## config.mk

```make
export PLATFORM = sky130hd
export DESIGN_NAME = riscv_commit_trace
export DESIGN_NICKNAME = d
export VERILOG_FILES = /design/src/rtl/riscv_commit_trace.sv
export SDC_FILE = /design/constraint.sdc
export NUM_CORES = 2
export LEC_CHECK = 0
export BUFFER_PORTS_ARGS = -buffer_cell sky130_fd_sc_hd__buf_2
export CAP_MARGIN = 20
export CORE_ASPECT_RATIO = 1.2
export CORE_UTILIZATION = 55
export CTS_BUF_LIST = sky130_fd_sc_hd__clkbuf_2
export CTS_CLUSTER_SIZE = 8
export DETAILED_ROUTE_END_ITERATION = 10
export PLACE_DENSITY = 0.72
export SETUP_SLACK_MARGIN = 0.1
export SLEW_MARGIN = 20
export SYNTH_ARGS = -nofsm -noshare
export SYNTH_HDL_FRONTEND = slang
export SYNTH_SLANG_ARGS = --single-unit
```

## constraint.sdc

```tcl
create_clock -name clk -period 11.2 [get_ports clk]
set_input_delay 2.24 -clock clk [delete_from_list [all_inputs] [get_ports clk]]
set_output_delay 2.24 -clock clk [all_outputs]
set_load 0.01 [all_outputs]
```

## src/rtl/riscv_commit_trace.sv

```systemverilog
// Commit trace capture: packs per-cycle register write-back and data-memory side effects
// into timestamped records and queues them in a FIFO drained over a valid/ready port.
module riscv_commit_trace #(
  parameter int unsigned DEPTH  = 16,
  parameter int unsigned TS_W   = 16,
  parameter int unsigned DROP_W = 16
) (
  input  logic                     clk,
  input  logic                     reset,
  input  logic                     trace_en,
  input  logic                     clear,
  input  logic                     reg_write_sig,
  input  logic [4:0]               reg_num,
  input  logic [31:0]              reg_data,
  input  logic                     wr,
  input  logic                     rd,
  input  logic [8:0]               addr,
  input  logic [31:0]              wr_data,
  input  logic [31:0]              rd_data,
  output logic                     trace_valid,
  input  logic                     trace_ready,
  output logic [TS_W+80:0]         trace_data,
  output logic [$clog2(DEPTH):0]   level,
  output logic                     overflow,
  output logic [DROP_W-1:0]        drop_count
);

  localparam int unsigned AW    = $clog2(DEPTH);
  localparam int unsigned REC_W = TS_W + 81;

  logic [REC_W-1:0]  mem_q [DEPTH];
  logic [AW:0]       wptr_q, rptr_q;
  logic [TS_W-1:0]   ts_q;
  logic              overflow_q;
  logic [DROP_W-1:0] drop_q;

  logic              has_reg, has_mem, rec_valid;
  logic [REC_W-1:0]  rec;
  logic              full, pop, push, drop;

  always_comb begin
    has_reg   = reg_write_sig && (reg_num != 5'd0);
    has_mem   = wr || rd;
    rec_valid = trace_en && (has_reg || has_mem);
    // Absent events contribute all-zero fields; a simultaneous write wins over a read.
    rec = {ts_q, has_reg, has_mem, wr,
           has_reg ? reg_num : 5'd0,
           has_mem ? addr : 9'd0,
           has_reg ? reg_data : 32'd0,
           wr ? wr_data : (rd ? rd_data : 32'd0)};
  end

  assign level       = wptr_q - rptr_q;
  assign full        = (level == (AW + 1)'(DEPTH));
  assign trace_valid = (level != '0);
  assign pop         = trace_valid && trace_ready;
  assign push        = rec_valid && (!full || pop);
  assign drop        = rec_valid && full && !pop;
  assign trace_data  = trace_valid ? mem_q[rptr_q[AW-1:0]] : '0;
  assign overflow    = overflow_q;
  assign drop_count  = drop_q;

  always_ff @(posedge clk) begin
    if (push) begin
      mem_q[wptr_q[AW-1:0]] <= rec;
    end
  end

  always_ff @(posedge clk or negedge reset) begin
    if (!reset) begin
      wptr_q     <= '0;
      rptr_q     <= '0;
      ts_q       <= '0;
      overflow_q <= 1'b0;
      drop_q     <= '0;
    end else begin
      ts_q <= ts_q + TS_W'(1);
      if (push) wptr_q <= wptr_q + (AW + 1)'(1);
      if (pop)  rptr_q <= rptr_q + (AW + 1)'(1);
      // Clear dominates, so a drop coinciding with clear is not counted.
      if (clear) begin
        overflow_q <= 1'b0;
        drop_q     <= '0;
      end else if (drop) begin
        overflow_q <= 1'b1;
        if (drop_q != '1) drop_q <= drop_q + DROP_W'(1);
      end
    end
  end

endmodule

```

==> impl_metrics.json <==
{
  "run_status": "finished clean",
  "detailed_place.area_sq_um": 64800,
  "syn_avg_cell_area_sq_um": 23.7,
  "dp_hpwl_um": 63200,
  "yosysUniqueCellTypes": 40,
  "timing.fmax_mhz": 120,
  "crit_path_cell_trace": "buf_4 > buf_4 > mux4_2 > mux4_2 > and2_1 > buf_2",
  "power-per-cell-area_nw_per_um2": 238,
  "crit_path_end_kind": "output port",
  "syn-cell-area_sq_um": 61700,
  "detailedRoute.firstIterationViolations": 2829,
  "setup_total_negative_slack_ns": 0,
  "synth.net_count": 2731,
  "critPathSlowestCell": "sky130_fd_sc_hd__dfrtp_4",
  "finalWeightedCongestion": 0.798,
  "worstPathBufferInverterCount": 3,
  "globalRouteOverflowTotal": 0,
  "vias_in_the_first_global_route": 31700,
  "critical_path_arrival_ns": 6.06,
  "num_io_pins": 238,
  "share_clk_of_total_power_pct": 22.1,
  "drv.max_cap_violation_count": 0,
  "dieHeight_um": 369,
  "post_cts_resize_count": 0,
  "timing.setup.critical_path_class": "reg -> out",
  "coreArea_sq_um": 111000,
  "critical_path_required_ns": 8.96,
  "cpLargestDelayFamily": "buffers and inverters",
  "worst_hold_path_type": "reg -> reg",
  "peakVddDrop_mv": 0.234,
  "tightestPinTransition_ns": 1.13,
  "timing.slew.headroom_pct": 24.6,
  "final-setup-viol-count": 0,
  "final-max-slew-violation-count": 0,
  "floorplan.die.width_um": 308,
  "yosys_most_used_dff": "sky130_fd_sc_hd__edfxtp_1",
  "cts-htree-levels": 5,
  "clk-insertion-delay-late_ns": 1.60,
  "total_number_of_vias": 29500,
  "initial_utilization_pct": 55.5,
  "cts-root-buf": "sky130_fd_sc_hd__clkbuf_2",
  "cellInternalPower_mw": 11.1,
  "synth_enable_flop_cells": 1552,
  "clk_transition_reported_paths_ns": 0.11,
  "seq_power_share_pct": 45.5,
  "synth_seq_area_share_pct": 77.3,
  "drtAntennaViolNets": 0,
  "row_count": 134,
  "clock-skew-final_ns": 0.146,
  "totalWireLength_um": 136000,
  "layout_min_cycle_time_ns": 8.30,
  "power.static_leakage_nw": 22.6,
  "number_of_instances_in_the_synthesized_netlist": 2601,
  "grt_usage_pct": 24.7,
  "finalInstanceArea_sq_um": 68100,
  "sw_frac_of_total_pct": 31.7,
  "total_number_of_clock_tree_sinks": 1595,
  "post-route-period-util_pct": 74.1,
  "synth-async-reset-ratio_pct": 2.70,
  "hold_buffers": 0,
  "detail_route.vias_per_cell": 6.04,
  "dr.pass1.iters": 7,
  "timing.critical_path.slowest_cell_delay_ns": 1.11,
  "pwr-share-comb_pct": 32.5,
  "ys_warn_count": 0,
  "route.detailed.drc": 0,
  "fp.dieArea_sq_um": 113000,
  "final_nets": 3254,
  "worstSetupStartpointType": "register",
  "postCtsSetupBuffers": 0,
  "p_sw_mw": 5.13,
  "pin_count_of_the_biggest_net_entering_global_routing": 117,
  "crit_path_max_fanout": 75,
  "numCtsBuffers": 383,
  "tritoncts": "yes",
  "unrepaired_setup_endpoints_after_global_routing": "no",
  "antenna_found_initial": 14,
  "drt-wirelength-per-cell_um": 27.8,
  "area.growth.synth_to_final_pct": 10.4,
  "number_of_storage_elements_in_the_synthesis_netlist": 1595,
  "grt_pass1_wl_um": 200000,
  "hold_vio_cnt_final": 0,
  "numPortBuffers": 237,
  "clockBufferDepth": 4,
  "layout-drive-gt1-share_pct": 40.0
}
## layout by cell type, fill, tap and decap left out, types with 9 or more instances in the layout
cell type	count
sky130_fd_sc_hd__xnor2_1	18
sky130_fd_sc_hd__buf_12	16
sky130_fd_sc_hd__nor2_1	14
sky130_fd_sc_hd__ha_1	11
sky130_fd_sc_hd__o21ai_0	9
sky130_fd_sc_hd__dfrtp_1	40
sky130_fd_sc_hd__buf_2	237
sky130_fd_sc_hd__a22o_1	31
sky130_fd_sc_hd__buf_4	20
sky130_fd_sc_hd__a21oi_1	13
sky130_fd_sc_hd__mux4_2	485
sky130_fd_sc_hd__inv_1	12
sky130_fd_sc_hd__nor2_4	11
sky130_fd_sc_hd__nand3_1	16
sky130_fd_sc_hd__and2_1	134
sky130_fd_sc_hd__clkbuf_2	544
sky130_fd_sc_hd__nand2_1	26
sky130_fd_sc_hd__nor2b_1	14
sky130_fd_sc_hd__clkinv_1	86
sky130_fd_sc_hd__edfxtp_1	1552
sky130_fd_sc_hd__xor2_1	9
## sequential cells by signal (all words and copies together) (netlist names)
name,count
drop_count,16
mem_q,1552
overflow,1
rptr_q,5
ts_q,16
wptr_q,5
## power groups by stage
stage	sequential, mW	clock, mW	combinational [mW]
finish	7.36	3.57	5.26
detailed placement	7.50	0	5.37
floorplan	7.39	0	3.72
global placement	7.46	0	5.30
CTS	7.37	3.69	5.39
global route	7.41	3.97	5.63
## per-stage QoR
stage                     hold slack [ns]  std cells  util [%]  setup slack [ns]  total power [mW]
after detailed placement            0.481       4235      58.3              4.46              12.9
after CTS                           0.491       4880      61.2              2.61              16.4
after global placement              0.481       4234      58.3              4.58              12.8
final                               0.491       4886      61.3              2.90              16.2
after global routing                0.515       4882      61.2              2.45              17.0
after floorplan                     0.462       2601         -              1.03              11.1
## path summary, 6_finish.rpt
check,startpoint,to,slack (ns),depth (start not counted)
max,rptr_q[1],trace_data[92],2.90,6
min,rptr_q[4],rptr_q[4],0.49,1
max in group asynchronous,reset,ts_q[8],9.90,2
max reg2reg,rptr_q[1],mem_q[4][15],5.71,10
min in group asynchronous,reset,ts_q[12],0.75,2
min reg2reg,rptr_q[4],rptr_q[4],0.49,1
## layer usage
layer,track usage (%),vias up,part of all wire [%]
met1,32.9,15500,38
met4,8.35,10,2.2
met5,0,-,0.040
li1,-,12300,-
met2,40.3,1435,51
met3,5.87,217,8.5
## synthesized netlist by cell type (3+ instances only)
cell	count	area share, %
sky130_fd_sc_hd__a21oi_1	13	0.11
sky130_fd_sc_hd__a22o_1	31	0.44
sky130_fd_sc_hd__and2_1	134	1.4
sky130_fd_sc_hd__and3_1	3	0.030
sky130_fd_sc_hd__and4_1	4	0.057
sky130_fd_sc_hd__buf_1	5	0.030
sky130_fd_sc_hd__buf_2	43	0.35
sky130_fd_sc_hd__clkbuf_1	89	0.54
sky130_fd_sc_hd__dfrtp_1	43	1.7
sky130_fd_sc_hd__edfxtp_1	1552	76
sky130_fd_sc_hd__ha_1	11	0.22
sky130_fd_sc_hd__inv_1	13	0.079
sky130_fd_sc_hd__mux2_2	8	0.15
sky130_fd_sc_hd__mux4_2	485	18
sky130_fd_sc_hd__nand2_1	26	0.16
sky130_fd_sc_hd__nand2b_1	3	0.030
sky130_fd_sc_hd__nand3_1	16	0.13
sky130_fd_sc_hd__nand4_1	5	0.051
sky130_fd_sc_hd__nor2_1	25	0.15
sky130_fd_sc_hd__nor2b_1	15	0.15
sky130_fd_sc_hd__nor3_1	9	0.073
sky130_fd_sc_hd__nor4_1	6	0.061
sky130_fd_sc_hd__o21ai_0	9	0.073
sky130_fd_sc_hd__or3_1	8	0.081
sky130_fd_sc_hd__or4_1	3	0.037
sky130_fd_sc_hd__xnor2_1	18	0.26
sky130_fd_sc_hd__xor2_1	9	0.13
## cell families after synthesis
| family | after synthesis | synth area share, % |
|---|---|---|
| fa+ha+maj | 12 | 0.256 |
| buf+inv | 152 | 1.02 |
| mux | 494 | 17.9 |
| xor+xnor | 27 | 0.383 |
| simple gates | 261 | 2.42 |
| flops | 1595 | 77.3 |
| compound gates | 60 | 0.732 |
## worst register-to-register path, delay by kind of cell, from the launching register on
| kind | cells | cell delay, ns |
|---|---|---|
| adders and majority gates | 1 | 0.49 |
| DFF | 1 | 1.11 |
| buffers and inverters | 3 | 1.24 |
| and+or+nand+nor | 4 | 1.57 |
| xor gates and xnor gates | 1 | 0.29 |
| muxes | 1 | 0.35 |
## cell type report
type	count	area [sq um]
clock inverter	101	544
sequential	1595	47700
multi-input combinational	854	13500
clock buffer	544	2720
inverter	14	65.1
tap	1496	1870
fill	7720	43100
antenna	6	15.0
timing repair buffer	276	1690
Note: power is estimated with default switching activity, not from simulation.
